[config.mk]
export PLATFORM = sky130hd
export DESIGN_NAME = sc_statemachine_race
export DESIGN_NICKNAME = d
export VERILOG_FILES = /design/src/rtl/sc_statemachine_race.sv
export SDC_FILE = /design/constraint.sdc
export NUM_CORES = 1
export LEC_CHECK = 0
export CORE_UTILIZATION = 41
export DETAILED_ROUTE_END_ITERATION = 16
export GPL_TIMING_DRIVEN = 0
export PLACE_DENSITY = 0.69
export SYNTH_ARGS = -nofsm -noshare
export SYNTH_HDL_FRONTEND = slang
export SYNTH_SLANG_ARGS = --single-unit
[constraint.sdc]
create_clock -name SC_STATEMACHINE_RACE_CLOCK_50 -period 2.4 [get_ports SC_STATEMACHINE_RACE_CLOCK_50]
set_input_delay 0.24 -clock SC_STATEMACHINE_RACE_CLOCK_50 [delete_from_list [all_inputs] [get_ports SC_STATEMACHINE_RACE_CLOCK_50]]
set_output_delay 0.24 -clock SC_STATEMACHINE_RACE_CLOCK_50 [all_outputs]
set_load 0.005 [all_outputs]
[src/rtl/sc_statemachine_race.sv]
// -----------------------------------------------------------------------------
// sc_statemachine_race
//   Game controller for the N-player car race. Sequences start, ready,
//   per-level move cycles, collision loss and win. Owns the score counter,
//   the level index, the latched loser mask and the end-of-game hold counter.
//   Drives the timer reload value and the one-cycle move strobe that steps the
//   car shift registers in the datapath.
// -----------------------------------------------------------------------------
module sc_statemachine_race #(
  parameter int NUM_PLAYERS = 2,
  parameter int NUM_LEVELS  = 3,
  parameter int POINT_W     = 8,
  parameter int LEVEL_STEP  = 32,
  parameter int WIN_POINTS  = 128,
  parameter int TIMER_W     = 4,
  parameter int BASE_PERIOD = 12,
  parameter int PERIOD_STEP = 4,
  parameter int HOLD_TICKS  = 3,
  // Derived widths; a single-level game still gets a 1-bit level bus.
  localparam int LEVEL_W    = (NUM_LEVELS > 1) ? $clog2(NUM_LEVELS) : 1
) (
  input  logic                   SC_STATEMACHINE_RACE_CLOCK_50,
  input  logic                   SC_STATEMACHINE_RACE_RESET_InLow,
  input  logic                   SC_STATEMACHINE_RACE_startButton_InLow,
  input  logic [NUM_PLAYERS-1:0] SC_STATEMACHINE_RACE_ready_InLow,
  input  logic                   SC_STATEMACHINE_RACE_timer_InLow,
  input  logic [NUM_PLAYERS-1:0] SC_STATEMACHINE_RACE_collision_InLow,
  output logic                   SC_STATEMACHINE_RACE_clear_OutLow,
  output logic                   SC_STATEMACHINE_RACE_move_Out,
  output logic [TIMER_W-1:0]     SC_STATEMACHINE_RACE_timerLoad_OutBUS,
  output logic [LEVEL_W-1:0]     SC_STATEMACHINE_RACE_level_OutBUS,
  output logic [POINT_W-1:0]     SC_STATEMACHINE_RACE_points_OutBUS,
  output logic [NUM_PLAYERS-1:0] SC_STATEMACHINE_RACE_loser_OutBUS,
  output logic                   SC_STATEMACHINE_RACE_win_Out
);

  localparam int HOLD_W = $clog2(HOLD_TICKS + 1);

  // Four-bit encoding leaves spare codes; any of them recovers through RESET.
  typedef enum logic [3:0] {
    ST_RESET = 4'd0,
    ST_START = 4'd1,
    ST_GO    = 4'd2,
    ST_PLAY  = 4'd3,
    ST_MOVE  = 4'd4,
    ST_CHECK = 4'd5,
    ST_LOSE  = 4'd6,
    ST_WIN   = 4'd7
  } state_e;

  // Short local names for the clock, reset and the active-low inputs.
  logic                   clk;
  logic                   rst_n;
  logic                   start_req;
  logic                   all_ready;
  logic                   timer_exp;
  logic                   any_hit;

  assign clk       = SC_STATEMACHINE_RACE_CLOCK_50;
  assign rst_n     = SC_STATEMACHINE_RACE_RESET_InLow;
  assign start_req = ~SC_STATEMACHINE_RACE_startButton_InLow;
  assign all_ready = (SC_STATEMACHINE_RACE_ready_InLow == '0);
  assign timer_exp = ~SC_STATEMACHINE_RACE_timer_InLow;
  assign any_hit   = (SC_STATEMACHINE_RACE_collision_InLow != '1);

  state_e                 state_q,  state_d;
  logic [POINT_W-1:0]     points_q, points_d;
  logic [LEVEL_W-1:0]     level_q,  level_d;
  logic [NUM_PLAYERS-1:0] loser_q,  loser_d;
  logic [HOLD_W-1:0]      hold_q,   hold_d;

  logic [POINT_W-1:0]     points_inc;
  logic [LEVEL_W-1:0]     level_target;
  int                     level_calc;
  int                     reload_calc;

  // Saturating score increment: the counter parks at all-ones.
  assign points_inc = (points_q == '1) ? points_q : points_q + 1'b1;

  // Level the current score entitles the player to, capped at the top level
  // and never below the level already reached.
  always_comb begin
    level_calc = int'(points_q) / LEVEL_STEP;
    if (level_calc > NUM_LEVELS - 1) begin
      level_calc = NUM_LEVELS - 1;
    end
    if (level_calc < int'(level_q)) begin
      level_calc = int'(level_q);
    end
    level_target = LEVEL_W'(level_calc);
  end

  // Timer reload shrinks with each level and bottoms out at one tick.
  always_comb begin
    // NOTE: signed int arithmetic so an over-large level goes negative and
    // clamps, instead of wrapping to a huge unsigned reload.
    reload_calc = BASE_PERIOD - int'(level_q) * PERIOD_STEP;
    if (reload_calc < 1) begin
      reload_calc = 1;
    end
  end

  // Next-state and next-register logic for the game sequence.
  always_comb begin
    // NOTE: every signal written here gets a default first, so no path
    // through the case leaves one unassigned and infers a latch.
    state_d  = state_q;
    points_d = points_q;
    level_d  = level_q;
    loser_d  = loser_q;
    hold_d   = hold_q;

    unique case (state_q)
      ST_RESET: state_d = ST_START;

      ST_START: if (start_req) state_d = ST_GO;

      ST_GO: if (all_ready) state_d = ST_PLAY;

      ST_PLAY: if (timer_exp) state_d = ST_MOVE;

      ST_MOVE: begin
        points_d = points_inc;
        state_d  = ST_CHECK;
      end

      // Collision beats win; a clean move may promote the level.
      ST_CHECK: begin
        if (any_hit) begin
          loser_d = ~SC_STATEMACHINE_RACE_collision_InLow;
          state_d = ST_LOSE;
        end else if (points_q >= POINT_W'(WIN_POINTS)) begin
          state_d = ST_WIN;
        end else begin
          level_d = level_target;
          state_d = ST_PLAY;
        end
      end

      // Hold the result on screen for a number of timer expiries.
      ST_LOSE, ST_WIN: begin
        if (timer_exp) begin
          if (hold_q == HOLD_W'(HOLD_TICKS - 1)) begin
            state_d = ST_RESET;
          end else begin
            hold_d = hold_q + 1'b1;
          end
        end
      end

      default: state_d = ST_RESET;
    endcase

    // Every way into RESET wipes the game registers on the same edge.
    if (state_d == ST_RESET) begin
      points_d = '0;
      level_d  = '0;
      loser_d  = '0;
      hold_d   = '0;
    end
  end

  // State and game registers with synchronous active-low reset.
  always_ff @(posedge clk) begin
    // NOTE: non-blocking assignments so every register samples the values
    // from before this edge, independent of statement order.
    if (!rst_n) begin
      state_q  <= ST_RESET;
      points_q <= '0;
      level_q  <= '0;
      loser_q  <= '0;
      hold_q   <= '0;
    end else begin
      state_q  <= state_d;
      points_q <= points_d;
      level_q  <= level_d;
      loser_q  <= loser_d;
      hold_q   <= hold_d;
    end
  end

  // Outputs are decodes of registered state, valid in the cycle a state is entered.
  assign SC_STATEMACHINE_RACE_clear_OutLow     = (state_q != ST_RESET);
  assign SC_STATEMACHINE_RACE_move_Out         = (state_q == ST_MOVE);
  assign SC_STATEMACHINE_RACE_win_Out          = (state_q == ST_WIN);
  assign SC_STATEMACHINE_RACE_timerLoad_OutBUS = TIMER_W'(reload_calc);
  assign SC_STATEMACHINE_RACE_level_OutBUS     = level_q;
  assign SC_STATEMACHINE_RACE_points_OutBUS    = points_q;
  assign SC_STATEMACHINE_RACE_loser_OutBUS     = loser_q;

endmodule

---- Yosys cells after proc, flatten, opt, wreduce, memory -nomap -nowiden ----
Index checks and enable logic that the tools add are counted.
storage, ports and cells
  bits of input ports ..................... 8
  latch bits .............................. 0
  memory bits (writable) .................. 0
  logic and storage cells ................. 50
  bits in read-only memories .............. 0
  register bits after elaboration ......... 18
  memories kept ........................... 0
  output and inout port bits .............. 19
operators by class
  bitwise logic cells ..................... 8
  divide/modulo/power cells ............... 0
  add/subtract/negate cells ............... 3
  reductions and logical operators ........ 10
  equality and inequality tests ........... 10
  multiplexer cells ....................... 10
  order comparisons ....................... 4
  multiply operators ...................... 0
  shift operators ......................... 0
operator list
  kind                                                                          number
  32-bit by 3-bit less-than comparator with 1-bit output                        1
  4-bit one-hot mux with 7 select lines                                         1
  4-bit 2-to-1 mux                                                              6
  4-bit by 3-bit == test with 1-bit output, second input constant               4
  3-bit 2-to-1 mux                                                              3
  8-bit by 1-bit adder with 8-bit output, second input constant                 1
  4-bit by 2-bit == test with 1-bit output, second input constant               2
  8-bit == test, second input constant                                          1
  8-bit greater-or-equal comparator, second input constant                      1
  4-bit logical NOT                                                             2
  1-bit NOT                                                                     7
  5-bit by 2-bit less-than comparator with 1-bit output, second input constant  1
  4-bit by 4-bit subtractor with 5-bit output, first input constant             1
  4-bit by 1-bit == test with 1-bit output, second input constant               1
  2-bit AND reduction                                                           2
  4-bit AND reduction                                                           1
  4-bit nonzero test                                                            1
  2-bit OR reduction                                                            2
  3-bit by 2-bit > comparator with 1-bit output, second input constant          1
  3-bit AND reduction                                                           1
  2-bit by 1-bit adder with 2-bit output, second input constant                 1
  2-bit == test, second input constant                                          1
  2-bit logical NOT                                                             1
  2-bit inequality test, second input constant                                  1
  2-bit NOT                                                                     1

---- Logic depth before layout (Yosys ltp) ----
  depth in word-level cells ............... 6
  depth in mapped cells ................... 8
  depth with buffers taken out ............ 7

---- Least setup slack after synthesis ----
No wires, ideal clock.
  path kind ............................... register -> register
  start ................................... reg points_q[6] (netlist: SC_STATEMACHINE_RACE_points_OutBUS[6])
  end ..................................... reg level_q[0] (netlist: SC_STATEMACHINE_RACE_level_OutBUS[0])
  clock period less this slack ............ 1.725 ns
  path slack .............................. 0.675 ns
  path buffers ............................ 0
  setup time .............................. 0.128 ns
  stages on the path, launching flop included .. 7
  data required time ...................... 2.272 ns
  data arrival time ....................... 1.597 ns
  cell sequence ........................... dfxtp_1 or2_2 ha_1 o21ai_0 a211oi_1 mux2i_1 nor2_1
on the way
  cells in the longest elaborated chain, start to end .. 6
  elaborated cells on any way between the ends .. 12
  classes of those cells .................. 3 x order compare; 4 x mux; 2 x bitwise; 3 x reduce/logical
ends and longest elaborated chain
  what                                                                                            RTL line  RTL
  from (decl)                                                                                     67        logic [POINT_W-1:0] points_q, points_d;
  from (signal assigned)                                                                          175       points_q <= points_d;
  branches (longest 6 deep; another with 32-bit by 3-bit less-than comparator with 1-bit output)  -
  to (signal assigned)                                                                            176       level_q <= level_d;
  to (decl)                                                                                       68        logic [LEVEL_W-1:0] level_q, level_d;
Parallel ways; which one is timed is not known.
A chain may end at the register's enable or synchronous reset.

---- Worst setup path in the final report ----
  start ................................... reg state_q[1]
  end ..................................... out SC_STATEMACHINE_RACE_move_Out
on the way
  cells in the longest elaborated chain, start to end .. 1
ends and longest elaborated chain
  what                                      RTL line  RTL
  from (decl)                               66        state_e state_q, state_d;
  from (signal assigned)                    174       state_q <= state_d;
  4-bit by 3-bit == test with 1-bit output  184       assign SC_STATEMACHINE_RACE_move_Out = (state_q == ST_MOVE);
  to (decl)                                 29        output logic SC_STATEMACHINE_RACE_move_Out,
No other way between the ends.

==> impl_results.rst <==
.. list-table::
   :header-rows: 1

   * - Metric
     - Value
   * - Max Clk Rate
     - 502 MHz
   * - Total clock buffers created by CTS
     - 3
   * - Length of the first detailed-routing pass in iterations
     - 4
   * - Leak
     - 0.463 nW
   * - First-pass GRT wire length
     - 3400 um
   * - Adder and majority gate portion of the synthesized area
     - 0.0494
   * - Sort of element at the start of the critical path
     - register
   * - Synthesized netlist cell count
     - 117
   * - Dominant cell type by area after synthesis
     - sky130_fd_sc_hd__dfxtp_1
   * - Setup violation total in the final timing report
     - 0
   * - Cts repair resizes
     - 0
   * - Final-layout worst hold slack
     - 512 ps
   * - Height of the die
     - 51.7 um
   * - Post-Place Setup Slack
     - 378 ps
   * - Top cell types by occurrence after synthesis
     - sky130_fd_sc_hd__dfxtp_1 (18), sky130_fd_sc_hd__nor2_1 (18), sky130_fd_sc_hd__inv_1 (9), sky130_fd_sc_hd__nand4_1 (6), sky130_fd_sc_hd__nor2b_1 (5)
   * - Max IR drop VDD
     - 0.000381 V
   * - Maximum number of pins on one net before global-route repair
     - 11
   * - Clock tree from TritonCTS
     - yes
   * - Number of global-route vias before repair
     - 806
   * - Number of flip-flops and latches in the synthesized netlist
     - 18
   * - Count of routing violations after the opening detailed-route iteration
     - 19
   * - GRT Resource Usage Total
     - 0.171
   * - Cell Count, Final, Fillers Out
     - 175
   * - Worst-case headroom to the max-slew limit
     - 0.665
   * - P&R area growth vs syn
     - 32.1%
   * - Setup repair after global routing missed its margin
     - no
   * - Main combinational cell family by area after synthesis
     - simple AND/OR/NAND/NOR gates
   * - Core occupancy in the finished layout
     - 0.588
   * - Main area contributors after synthesis
     - sky130_fd_sc_hd__dfxtp_1 (36%), sky130_fd_sc_hd__nor2_1 (6.7%), sky130_fd_sc_hd__ha_1 (4.9%), sky130_fd_sc_hd__mux2i_1 (4.0%), sky130_fd_sc_hd__nand4_1 (3.7%)
   * - Finished Cell Area
     - 1340 um2
   * - Fraction of synthesized cell area in xor and xnor cells
     - 0.0519
   * - Clock transition at the registers of the reported paths
     - 110 ps
   * - H-tree depth reported by CTS
     - 1
   * - Flip-flop cell with the highest count after synthesis
     - sky130_fd_sc_hd__dfxtp_1
   * - Routed length per placed instance
     - 12.2 um
   * - Peak fanout along the critical path
     - 10
   * - CTS hold repair buffers
     - 0
   * - HPWL reported at the end of detailed placement
     - 1610 um
   * - # DRC
     - 0
   * - IO buf count
     - 25
   * - Nature of the critical path endpoint
     - output pin
   * - Unique masters post-synth
     - 35
   * - Sum of internal, switching and leakage power
     - 0.534 mW
   * - Initial antenna violation count
     - 0
   * - Via density per instance
     - 5.06
   * - Count of flip-flops with a built-in enable after synthesis
     - 0
   * - Total negative slack
     - 0 ps
   * - Area fraction in and, or, nand and nor cells after synthesis
     - 0.306
   * - Clock skew
     - 8.50 ps
   * - Measured slew at the worst slew-check pin
     - 499 ps
   * - Std-Cell Rows
     - 17
   * - Proportion of register bits with asynchronous set or reset after synthesis
     - 0
   * - Result of the run
     - completed
   * - # clock sinks
     - 18
   * - Portion of synthesized cell area occupied by the leading cell type
     - 0.356
   * - WS Path Type
     - reg -> out
   * - Number of pins exceeding their max-slew limit in the final report
     - 0
   * - Die X
     - 51.7 um
   * - Data arrival time at the worst-slack endpoint
     - 1750 ps
   * - Required time at the worst-slack endpoint
     - 2160 ps
   * - Net total in the final layout
     - 160
   * - Area of the core
     - 2280 um2
   * - Final GP Congestion
     - 0.866
   * - Number of diodes added for antenna fixing
     - 0
   * - Number of ports placed on the die boundary
     - 27
   * - Final hold violation count
     - 0
   * - Total wire length after detailed routing
     - 2140 um
   * - Maximum clock path buffer count
     - 2
   * - Fraction of the cycle the final worst path needs
     - 0.830
   * - Number of cell instances on the worst register-to-register path
     - 6
   * - Crit path time final
     - 1990 ps
   * - Share of the synthesized area in compound gates (AO/OA/AOI/OAI)
     - 0.132
   * - Fraction of synthesized area in multiplexers
     - 0.0395
   * - Syn_area_per_cell
     - 8.66 um2
   * - Placed cell area
     - 1300 um2
   * - Clk root buf
     - sky130_fd_sc_hd__clkbuf_4
   * - P per Cell Area
     - 399 nW/um2
   * - Final worst-path setup slack
     - 409 ps
   * - Post-CTS setup buffer count
     - 0
   * - Total placed cells including tap cells
     - 171
   * - Fraction of final layout cells with drive strength greater than 1
     - 0.0816
   * - Register area share after synthesis
     - 0.356
   * - Post-synth design cell area
     - 1010 um2
   * - Via count of the routed design
     - 886
   * - Later-pin clock latency in the skew report
     - 300 ps
   * - Final global-route overflow total
     - 0
   * - Number of maximum-capacitance violations
     - 0
   * - Yosys warning count
     - 0
   * - Total Die Area
     - 2670 um2
   * - Worst min-delay path category
     - reg -> reg
   * - Hold path depth
     - 2
   * - Initial standard-cell utilization of the core
     - 0.445
   * - DRT antenna net count
     - 0
-- cells in the final DEF, fill, tap and decap left out, types with 4 or more instances in the layout --
master                            Yosys  routed
sky130_fd_sc_hd__nand2_1              4       4
sky130_fd_sc_hd__nor2b_1              5       5
sky130_fd_sc_hd__nand4_1              6       6
sky130_fd_sc_hd__mux2i_1              4       4
sky130_fd_sc_hd__inv_1                9       9
sky130_fd_sc_hd__nand2b_1             4       4
sky130_fd_sc_hd__dfxtp_1             18      18
sky130_fd_sc_hd__ha_1                 4       4
sky130_fd_sc_hd__nor2_1              18      18
sky130_fd_sc_hd__nand3_1              4       4
sky130_fd_sc_hd__clkdlybuf4s50_1      0      25
-- routing by layer --
metal / share of wire / global-route usage
met1: 0.48 / 0.203
met2: 0.48 / 0.292
met3: 0.030 / 0.0556
met4: 0.0075 / 0.0495
met5: 0 / 0
-- power breakdown --
part	internal [mW]	switching, mW
logic	0.0222	0.0175
registers	0.300	0.00362
clock network	0.0924	0.0982
total	0.415	0.119
-- final timing paths --
check	from	end	slack (ps)
worst min register to register	hold_q[1]	hold_q[1]	510
worst max register to register	SC_STATEMACHINE_RACE_points_OutBUS[6]	SC_STATEMACHINE_RACE_level_OutBUS[0]	550
worst max-delay path	state_q[1]	SC_STATEMACHINE_RACE_move_Out	410
worst min-delay path	hold_q[1]	hold_q[1]	510
-- cell families (layout without fill, tap and decap cells) --
kind of cell	after synthesis	in the layout
and+or+nand+nor	54	54
xor gates and xnor gates	6	6
other	1	2
buffers and inverters	13	42
AOI/OAI and AO/OA	17	17
muxes	4	4
adders and majority gates	4	4
DFF	18	18
-- area by class of cell --
class | count | area (um2)
plain buffers | 4 | 28.8
clock buffers | 4 | 36.3
fillers | 224 | 937
inverters | 9 | 33.8
multi-input cells | 87 | 594
flip-flops and latches | 18 | 360
well taps | 28 | 35.0
repair buffers | 25 | 250
-- worst max-delay path: stages (launching register included) --
cell and delay [ps]:
sky130_fd_sc_hd__dfxtp_1 340, sky130_fd_sc_hd__buf_2 180, sky130_fd_sc_hd__nor4b_4 370, sky130_fd_sc_hd__clkdlybuf4s50_1 560
-- registers in the layout (all words and copies together), names as in the netlist --
name	flops
state_q	4
SC_STATEMACHINE_RACE_level_OutBUS	2
SC_STATEMACHINE_RACE_points_OutBUS	8
hold_q	2
SC_STATEMACHINE_RACE_loser_OutBUS	2
Power figures use the tool's default switching activity.
